<file path="src/rtl/utils_pkg.sv">
// Shared types and constants for the UDP transmit path.
// Holds the FIFO pointer/length types and the transmit sequencer state encoding.
package utils_pkg;

  typedef logic [15:0] ptr_t;
  typedef logic [15:0] udp_length_t;

  typedef enum logic [2:0] {
    IDLE_TX_ST,
    WAIT_TX_ST,
    HDR_TX_ST,
    STREAM_TX_ST,
    DONE_TX_ST
  } udp_tx_st_t;

  localparam int MAX_UDP_PAYLOAD = 1472;
  localparam int UDP_HDR_BYTES   = 8;

endpackage

</file>
<file path="src/rtl/udp_tx_ctrl.sv">
// Transmit sequencer between the OutFIFO and the UDP stack: waits for a full payload,
// issues the header, streams the bytes through. Optional watchdog: UDP_TX_TIMEOUT_EN.
module udp_tx_ctrl
  import utils_pkg::*;
#(
  parameter int PTR_W       = 16,
  parameter int MAX_LEN     = MAX_UDP_PAYLOAD,
  parameter int TIMEOUT_CYC = 65535
) (
  input  logic             clk,
  input  logic             rst,
  input  logic             send_i,
  input  logic [15:0]      len_i,
  input  logic [31:0]      dst_ip_i,
  input  logic [15:0]      src_port_i,
  input  logic [15:0]      dst_port_i,
  output logic             busy_o,
  output logic             done_o,
  output logic             err_o,
  output logic [15:0]      pkt_cnt_o,
  input  logic [PTR_W-1:0] fifo_rd_ptr_i,
  input  logic [PTR_W-1:0] fifo_wr_ptr_i,
  input  logic             fifo_done_i,
  output logic             fifo_start_o,
  output logic [15:0]      fifo_len_o,
  output logic             fifo_clear_o,
  output logic             hdr_valid_o,
  input  logic             hdr_ready_i,
  output logic [31:0]      hdr_ip_dst_o,
  output logic [15:0]      hdr_src_port_o,
  output logic [15:0]      hdr_dst_port_o,
  output logic [15:0]      hdr_udp_len_o,
  input  logic [7:0]       s_tdata_i,
  input  logic             s_tvalid_i,
  input  logic             s_tlast_i,
  output logic             s_tready_o,
  output logic [7:0]       m_tdata_o,
  output logic             m_tvalid_o,
  output logic             m_tlast_o,
  input  logic             m_tready_i
);

  udp_tx_st_t  state_q, state_d;
  udp_length_t len_q, len_d;
  logic [31:0] ip_q, ip_d;
  logic [15:0] src_q, src_d, dst_q, dst_d;
  logic [15:0] cnt_q, cnt_d;
  logic [15:0] pkt_cnt_q, pkt_cnt_d;
  logic        mis_q, mis_d;
  logic        rej_q, rej_d;
  logic        abort_q;
  logic        timeout;

  logic [PTR_W-1:0] avail;
  logic             req_ok, beat, at_last, last_gen;

  // Pointer difference wraps naturally, so a wrapped write pointer still yields the fill level.
  assign avail    = fifo_wr_ptr_i - fifo_rd_ptr_i;
  assign req_ok   = (len_i != 16'd0) && (32'(len_i) <= 32'(MAX_LEN));
  assign beat     = (state_q == STREAM_TX_ST) && s_tvalid_i && m_tready_i;
  assign at_last  = (cnt_q == len_q - 16'd1);
  assign last_gen = s_tvalid_i && at_last;

  always_ff @(posedge clk) begin
    if (rst) begin
      state_q   <= IDLE_TX_ST;
      len_q     <= '0;
      ip_q      <= '0;
      src_q     <= '0;
      dst_q     <= '0;
      cnt_q     <= '0;
      pkt_cnt_q <= '0;
      mis_q     <= 1'b0;
      rej_q     <= 1'b0;
    end else begin
      state_q   <= state_d;
      len_q     <= len_d;
      ip_q      <= ip_d;
      src_q     <= src_d;
      dst_q     <= dst_d;
      cnt_q     <= cnt_d;
      pkt_cnt_q <= pkt_cnt_d;
      mis_q     <= mis_d;
      rej_q     <= rej_d;
    end
  end

  always_comb begin
    state_d   = state_q;
    len_d     = len_q;
    ip_d      = ip_q;
    src_d     = src_q;
    dst_d     = dst_q;
    cnt_d     = '0;
    pkt_cnt_d = pkt_cnt_q;
    mis_d     = mis_q;
    rej_d     = 1'b0;
    case (state_q)
      IDLE_TX_ST: begin
        if (send_i) begin
          if (req_ok) begin
            len_d   = len_i;
            ip_d    = dst_ip_i;
            src_d   = src_port_i;
            dst_d   = dst_port_i;
            state_d = WAIT_TX_ST;
          end else begin
            rej_d = 1'b1;
          end
        end
      end
      WAIT_TX_ST: if (32'(avail) >= 32'(len_q)) state_d = HDR_TX_ST;
      HDR_TX_ST:  if (hdr_ready_i) state_d = STREAM_TX_ST;
      STREAM_TX_ST: begin
        cnt_d = beat ? cnt_q + 16'd1 : cnt_q;
        if (beat && (s_tlast_i != last_gen)) mis_d = 1'b1;
        if (fifo_done_i) state_d = DONE_TX_ST;
      end
      DONE_TX_ST: begin
        pkt_cnt_d = pkt_cnt_q + 16'd1;
        mis_d     = 1'b0;
        state_d   = IDLE_TX_ST;
      end
      default: state_d = IDLE_TX_ST;
    endcase
    if (timeout) begin
      state_d = IDLE_TX_ST;
      mis_d   = 1'b0;
    end
  end

  always_comb begin
    fifo_start_o   = 1'b0;
    fifo_len_o     = '0;
    hdr_valid_o    = 1'b0;
    hdr_ip_dst_o   = '0;
    hdr_src_port_o = '0;
    hdr_dst_port_o = '0;
    hdr_udp_len_o  = '0;
    m_tdata_o      = '0;
    m_tvalid_o     = 1'b0;
    m_tlast_o      = 1'b0;
    s_tready_o     = 1'b0;
    done_o         = 1'b0;
    err_o          = rej_q | abort_q;
    case (state_q)
      HDR_TX_ST: begin
        hdr_valid_o    = 1'b1;
        hdr_ip_dst_o   = ip_q;
        hdr_src_port_o = src_q;
        hdr_dst_port_o = dst_q;
        hdr_udp_len_o  = len_q + 16'(UDP_HDR_BYTES);
      end
      STREAM_TX_ST: begin
        fifo_start_o = 1'b1;
        fifo_len_o   = len_q;
        m_tdata_o    = s_tdata_i;
        m_tvalid_o   = s_tvalid_i;
        m_tlast_o    = last_gen;
        s_tready_o   = m_tready_i;
      end
      DONE_TX_ST: begin
        done_o = 1'b1;
        err_o  = rej_q | abort_q | mis_q;
      end
      default: ;
    endcase
  end

  assign busy_o       = (state_q != IDLE_TX_ST);
  assign pkt_cnt_o    = pkt_cnt_q;
  assign fifo_clear_o = abort_q;

`ifdef UDP_TX_TIMEOUT_EN
  logic [31:0] wd_q, wd_d;
  logic        counting;

  assign counting = (state_q == WAIT_TX_ST) || (state_q == HDR_TX_ST) || (state_q == STREAM_TX_ST);
  assign timeout  = counting && !beat && (wd_q == 32'(TIMEOUT_CYC - 1));

  // Any forward progress (state change or payload beat) restarts the watchdog.
  always_comb begin
    wd_d = wd_q + 32'd1;
    if (!counting || (state_d != state_q) || beat) wd_d = '0;
  end

  always_ff @(posedge clk) begin
    if (rst) begin
      wd_q    <= '0;
      abort_q <= 1'b0;
    end else begin
      wd_q    <= wd_d;
      abort_q <= timeout;
    end
  end
`else
  logic unused_timeout_cfg;

  assign timeout            = 1'b0;
  assign abort_q            = 1'b0;
  assign unused_timeout_cfg = ^32'(TIMEOUT_CYC);
`endif

endmodule

</file>
<file path="config.mk">
export PLATFORM = sky130hd
export DESIGN_NAME = udp_tx_ctrl
export DESIGN_NICKNAME = d
export VERILOG_FILES = /design/src/rtl/utils_pkg.sv /design/src/rtl/udp_tx_ctrl.sv
export SDC_FILE = /design/constraint.sdc
export NUM_CORES = 1
export LEC_CHECK = 0
export BUFFER_PORTS_ARGS = -buffer_cell sky130_fd_sc_hd__clkbuf_2
export CORE_MARGIN = 4
export CORE_UTILIZATION = 40
export DETAILED_ROUTE_END_ITERATION = 6
export PLACE_DENSITY = 0.74
export SLEW_MARGIN = 20
export SYNTH_ARGS = -nofsm -noshare
export SYNTH_HDL_FRONTEND = slang
export SYNTH_SLANG_ARGS = --single-unit
</file>
<file path="constraint.sdc">
create_clock -name clk -period 2.95 [get_ports clk]
set_input_delay 0.295 -clock clk [delete_from_list [all_inputs] [get_ports clk]]
set_output_delay 0.295 -clock clk [all_outputs]
set_load 0.005 [all_outputs]
</file>
==> reports/metrics.yaml, run 1 <==
timing:
  clock_skew_ns: 0.00842
  min_period_ns: 3.05
  rsz0062_at_grt: "true"
  hold_viol: 0
  period_share_pct: 103
  max_slew_margin_pct: 53.5
  setup_viol: 1
  setup_ws_ns: -0.0980
  drv_slew: 0
  worstMarginPinSlew_ns: 0.698
  fmax_ghz: 0.328
clock_network:
  root_buffer: "clkbuf_16"
  insertion_delay_ns: 0.42
  cts_tree: "yes"
  cts_buffers: 17
  htree_levels: 4
  cts_sinks: 117
  path_clk_slew_ns: 0.06
  cts_max_path_buffers: 2
floorplanning:
  die_h_um: 140
  die_area_um2: 19700
  io_pins: 257
  core-area_um2: 17200
  start_util_pct: 40.5
  fp.dieW_um: 140
  row_count: 48
drt:
  first_iter_violations: 375
  via_per_inst: 5.01
  drt_wl_total_mm: 20.7
  drc: 0
  wl_per_cell_um: 14.4
  dr.pass1.iters: 6
  ant_nets: 0
  vias: 7198
critical_path:
  start_kind: "register"
  timing.rr.end: "mis_q"
  critPathSlowestCell: "or4b_4"
  crit_fanout: 5
  r2r_cells: 12
  startpoint: "len_q[3]"
  critPathCaptureType: "output port"
  slowest_delay_ns: 0.47
  critPathBufInv: 3
  rrSetupSlack_ns: 0.26
  worst-endpoint-required_ns: 2.65
  r2r-start: "len_q[3]"
  worstPathArrival_ns: 2.75
  critical_path.cell_chain: "inv_4, ha_4, or4b_4, buf_6, or3_4, a21oi_2, or2_1, o2111ai_2, nor4_2, buf_2"
  crit_family: "simple AND/OR/NAND/NOR gates"
  path_class: "register to output port"
placed_design:
  io_buffer_count: 255
  postPlaceCellArea_um2: 8670
  routabilityCongestion: 0.880
  place_hpwl_mm: 15.5
yosys:
  ys_ff_latch: 117
  synthFlopType: "dfxtp_1"
  synth_edf_count: 0
  synthesis.nets: 1100
  synthCells: 935
  async_flop_share_pct: 0
  seq_area_frac_synth_pct: 33.5
  syn_area_per_cell_um2: 7.48
  yosysWarnings: 0
  yosysUniqueCellTypes: 66
  synthesis.area_um2: 6990
power_and_ir_drop:
  power_density_nw_per_um2: 431
  p_leak_nw: 4.17
  power_mw: 4.06
  peakVddDrop_uv: 484
cells_and_area:
  fin_area_um2: 9410
  nets: 1362
  drive_gt1_share_pct: 30.7
  multiInputGateArea_um2: 4380
  layout_common_cells: "clkbuf_2 (251), nand2_1 (184), dfxtp_1 (114)"
  register_area_um2: 2350
  fin_util_pct: 54.6
  area_growth_pct: 34.6
  final_common_cell: "clkbuf_2"
  fillerInstances: 1647
grt:
  met1_usage_pct: 23.5
  grt_remaining_overflow: 0
  grt_first_pass_wirelength_mm: 33.9
  grt_busiest_layer: "met2"
  grt_max_degree: 76
  use_met2_pct: 36.1
  track_usage_pct: 20.8
  grt_use_met3_pct: 7.58
  antenna_found_initial: 1
  grt_pass1_vias: 7096
status:
  status: "complete, but fails checks"
  violations: "negative setup slack"
worst_hold_path:
  hold_path_end: "dst_q[11]"
  hold_path_depth: 3
  min_path_type: "input port to register"
  hp-start: "dst_port_i[11]"
run:
  drv_cap: 0
routing by layer:
metal  vias to the layer above  part of all wire [%]
li1                       3636                     -
met1                      3301                    40
met4                         0                   1.8
met5                         -                     0
met3                        26                   8.1
met2                       235                    50
stage by stage:
stage	instances	setup TNS [ns]	setup slack [ns]	hold WS [ns]
5_1_grt	1436	-0.372	-0.191	0.0790
3_3_place_gp	1398	-1.02	-0.396	0.427
3_5_place_dp	1398	-1.16	-0.428	0.442
2_1_floorplan	935	-0.0738	-0.0669	0.416
4_1_cts	1436	-0.0170	-0.0170	0.0744
6_report	1436	-0.0980	-0.0980	0.0949
where the power goes:
part	switching (mW)	leakage, nW	internal (mW)
clock network	0.790	0.264	1.19
registers	0.00447	0.944	1.59
logic	0.241	2.97	0.244
total	1.04	4.17	3.02
sequential cells by signal, summed over array words and instances, names as in the netlist:
| name | cells |
|---|---|
| mis_q | 1 |
| cnt_q | 16 |
| ip_q | 32 |
| dst_q | 16 |
| rej_q | 1 |
| src_q | 16 |
| len_q | 16 |
| state_q | 3 |
| pkt_cnt_o | 16 |
timing repair:
item | 4_1_cts | 5_1_grt
gates cloned | 0 | 0
hold buffers | 0 | 0
resized for setup | 13 | 23
setup endpoints to repair | 1 | 5
setup buffers | 6 | 2
pin swaps | 5 | 22
logic make-up after synthesis:
group | Yosys count | synth area share, %
adders and majority gates | 37 | 6.73
and+or+nand+nor | 450 | 31.0
DFF | 117 | 33.5
buffers and inverters | 98 | 5.69
xor gates and xnor gates | 70 | 8.77
AOI/OAI and AO/OA | 158 | 13.7
muxes | 4 | 0.573
other | 1 | 0.0537
synth_stat cells (2+ instances only):
master | n | area (um^2)
a211oi_1 | 2 | 15.0
a21bo_2 | 2 | 20.0
a21boi_0 | 2 | 15.0
a21o_1 | 12 | 90.1
a21oi_1 | 96 | 480
a31oi_1 | 3 | 18.8
and2_1 | 76 | 475
and3_1 | 11 | 68.8
and4_1 | 2 | 17.5
buf_1 | 6 | 22.5
buf_2 | 3 | 15.0
buf_6 | 3 | 33.8
clkbuf_1 | 42 | 158
dfxtp_1 | 117 | 2340
ha_1 | 36 | 450
inv_1 | 42 | 158
mux2i_1 | 4 | 40.0
nand2_1 | 185 | 694
nand2b_1 | 4 | 25.0
nand3_1 | 21 | 105
nand4_1 | 12 | 75.1
nor2_1 | 88 | 330
nor2b_1 | 4 | 25.0
nor3_1 | 18 | 90.1
nor4_1 | 5 | 31.3
nor4_2 | 3 | 37.5
nor4b_1 | 2 | 17.5
o2111a_1 | 2 | 22.5
o2111ai_1 | 3 | 26.3
o211a_1 | 2 | 20.0
o211ai_1 | 6 | 45.0
o21a_1 | 2 | 15.0
o21ai_0 | 8 | 40.0
o21bai_1 | 3 | 22.5
or2_1 | 2 | 12.5
or3_1 | 4 | 25.0
or3_4 | 3 | 33.8
or4_1 | 3 | 22.5
xnor2_1 | 40 | 350
xor2_1 | 30 | 263
how the worst max path moves through the flow:
stage	end	slack [ns]	cells past startpoint
floorplan	state_q[0]	-0.07	17
global placement	state_q[0]	-0.40	17
detailed placement	state_q[0]	-0.43	17
CTS	m_tlast_o	-0.02	10
global route	m_tlast_o	-0.19	10
finish	m_tlast_o	-0.1	10
cell type report:
| class | count | share of cell area [%] |
|---|---|---|
| multi-input cells | 720 | 46.6 |
| flip-flops and latches | 117 | 25.0 |
| repair buffers | 298 | 17.6 |
| clock buffers | 19 | 4.71 |
| well taps | 225 | 2.99 |
| inverters | 43 | 1.77 |
| clock inverters | 13 | 1.36 |
| diodes | 1 | 0.0266 |
worst min-delay path: stages:
cell	delay [ns]
clkbuf_2	0.08
nand2_1	0.04
a21oi_1	0.05
Note: power is estimated with default switching activity, not from simulation.
==> run 2, diff against run 1 <==
Settings changed: ABC_AREA set to 1.
==> reports/metrics.yaml, run 2 <==
floorplanning:
  fp.dieW_um: 142  # +0.97%
  start_util_pct: 41.0  # +0.41 points
  core-area_um2: 17400  # +1.0%
  io_pins: 257  # unchanged
  die_area_um2: 20000  # +2.0%
  row_count: 48  # unchanged
  die_h_um: 142  # +0.97%
drt:
  drc: 0  # unchanged
  dr.pass1.iters: 5  # -1
  first_iter_violations: 310  # -17%
  drt_wl_total_mm: 20.6  # -0.64%
  wl_per_cell_um: 13.2  # -8.7%
  via_per_inst: 4.85  # -3.3%
  ant_nets: 0  # unchanged
  vias: 7574  # +5.2%
clock_network:
  htree_levels: 4  # unchanged
  cts_buffers: 17  # unchanged
  cts_sinks: 117  # unchanged
  cts_tree: "yes"
  cts_max_path_buffers: 2  # unchanged
  insertion_delay_ns: 0.40  # -0.02 ns
  path_clk_slew_ns: 0.05  # about the same
  root_buffer: "clkbuf_16"
grt:
  track_usage_pct: 20.3  # -0.56 points
  grt_first_pass_wirelength_mm: 33.7  # -0.67%
  grt_remaining_overflow: 0  # unchanged
  grt_max_degree: 150  # +97%
  grt_pass1_vias: 7130  # +0.48%
  antenna_found_initial: 3  # +2
power_and_ir_drop:
  power_density_nw_per_um2: 468  # +8.6%
  p_leak_nw: 4.29  # +2.7%
  peakVddDrop_uv: 362  # -25%
cells_and_area:
  largest_register_ffs: 32  # unchanged
  final_common_cell: "clkbuf_2"
  top_register: "ip_q"
  fin_area_um2: 9330  # -0.86%
  drive_gt1_share_pct: 26.5  # -4.2 points
  area_growth_pct: 30.7
  nets: 1489  # +9.3%
  layout_common_cells: "clkbuf_2 (255), inv_1 (162), nor2_1 (161)"
critical_path:
  path_class: "input port to register"
  start_kind: "input port"
  r2r_cells: 11  # -1
  critPathBufInv: 4  # +1
  critPathCaptureType: "register"
  critPathSlowestCell: "fa_1"
  slowest_delay_ns: 0.38  # -0.09 ns
  worstPathArrival_ns: 2.97  # +0.22 ns
  worst-endpoint-required_ns: 3.22  # +0.57 ns
  crit_fanout: 3  # -2
  critical_path.cell_chain: "clkbuf_2, inv_1, ha_1, fa_1, nand3b_1, nand3_1, nand3_1, nand2_1, buf_4, nand4_1, o2111ai_1, xor2_1, ha_1, nand2_1, inv_1, nand3_1, nor3_1, nand3_1, nand4_1, nand2_1, nand2_1, a21oi_1"
  path_depth: 22  # +12
  crit_family: "simple AND/OR/NAND/NOR gates"
yosys:
  syn_area_per_cell_um2: 6.66  # -11%
  synth_area_leader_cell: "dfxtp_1"
  ys_top_cells_by_count: "inv_1 (163), nor2_1 (161), nand2_1 (135), a21oi_1 (127), dfxtp_1 (117)"
  yosysUniqueCellTypes: 45  # -32%
  seq_area_frac_synth_pct: 32.8  # -0.68 points
  synthesis.area_um2: 7130  # +2.1%
  yosysMostFrequentCell: "inv_1"
  yosysWarnings: 0  # unchanged
  synth_edf_count: 0  # unchanged
  synth.area.top_cells: "dfxtp_1 (33%), a21oi_1 (8.9%), inv_1 (8.6%)"
  synthFlopType: "dfxtp_1"
  synth_top_area_share_pct: 32.8  # -0.68 points
  async_flop_share_pct: 0  # unchanged
  synthesis.nets: 1237  # +12%
  synthCells: 1072  # +15%
  ys_ff_latch: 117  # unchanged
timing:
  max_slew_margin_pct: 60.5  # +7.1 points
  rsz0062_at_grt: "true"
  fin_setup_tns_ns: 0  # +0.0980 ns
  period_share_pct: 91.7  # -12 points
  setup_ws_ns: 0.245  # +0.342 ns
  clock_skew_ns: 0.0108  # +0.00236 ns
  fmax_ghz: 0.370  # +13%
  drv_slew: 0  # unchanged
  hold_viol: 0  # unchanged
  worstMarginPinSlew_ns: 0.591  # -0.107 ns
  min_period_ns: 2.71  # -0.342 ns
  setup_viol: 0  # -1
worst_hold_path:
  hold_path_depth: 3  # unchanged
  min_path_type: "input port to register"
run:
  drv_cap: 0  # unchanged
placed_design:
  place_hpwl_mm: 16.0  # +3.6%
  routabilityCongestion: 0.912  # +3.7%
  postPlaceCellArea_um2: 8680  # +0.16%
  pre_cts_ws_ns: -0.199  # +0.229 ns
  io_buffer_count: 255  # unchanged
status:
  status: "finished, final reports clean"
-- run 2: cell type report --
type	count	area, um^2
multi-input combinational	734	3930
inverter	175	658
clock buffer	25	515
antenna	1	2.50
timing repair buffer	279	1480
clock inverter	7	116
tap	225	282
fill	1710	8090
sequential	117	2340
-- run 2: kinds of logic (layout without fill, tap and decap cells) --
kind of cell,after synthesis,count (layout),share of synthesized area (%)
and+or+nand+nor,417,417,26.4
adders and majority gates,37,37,6.59
DFF,117,117,32.8
buffers and inverters,221,486,12.2
other,1,2,0.0526
xor gates and xnor gates,32,32,3.93
AOI/OAI and AO/OA,247,247,17.9
-- run 2: metrics by stage --
stage               std cells  util, %  power [mW]  hold WS (ns)
CTS                      1562     53.5        4.41         0.159
detailed placement       1530     49.9        2.23         0.442
global route             1563     53.5        4.57         0.166
floorplan                1072        -        2.02         0.374
finish                   1563     53.5        4.37         0.172
global placement         1530     49.9        2.22         0.439
-- run 2: power by group --
part | internal, mW | switching [mW] | leakage, nW
Combinational | 0.257 | 0.328 | 3.03
Sequential | 1.60 | 0.0129 | 0.943
Clock | 1.46 | 0.705 | 0.309
Total | 3.32 | 1.05 | 4.29
-- run 2: path summary, 6_finish.rpt --
path / slack, ns / from / to
worst max-delay path: 0.24 / fifo_wr_ptr_i[0] / state_q[0]
worst min-delay path: 0.17 / src_port_i[11] / src_q[11]
worst max register to register: 0.80 / state_q[1] / cnt_q[8]
worst min register to register: 0.45 / dst_q[10] / dst_q[10]
-- run 2: layer usage --
metal / part of all wire [%] / GRT usage [%] / vias up
met4: 1.7 / 7.12 / 4
met3: 7.8 / 5.56 / 24
met1: 42 / 24.9 / 3341
met2: 48 / 34.2 / 253
li1: - / - / 3952
met5: 0.14 / 0 / -
-- run 2: what timing repair did --
action	CTS	global route
setup buffers	0	0
setup endpoints to repair	0	4
resized for setup	0	3
hold buffers	0	0
-- run 2: tightest hold or removal path, cell delays in order --
cell      delay, ns
clkbuf_2       0.07
o21ai_0        0.07
a21oi_1        0.10
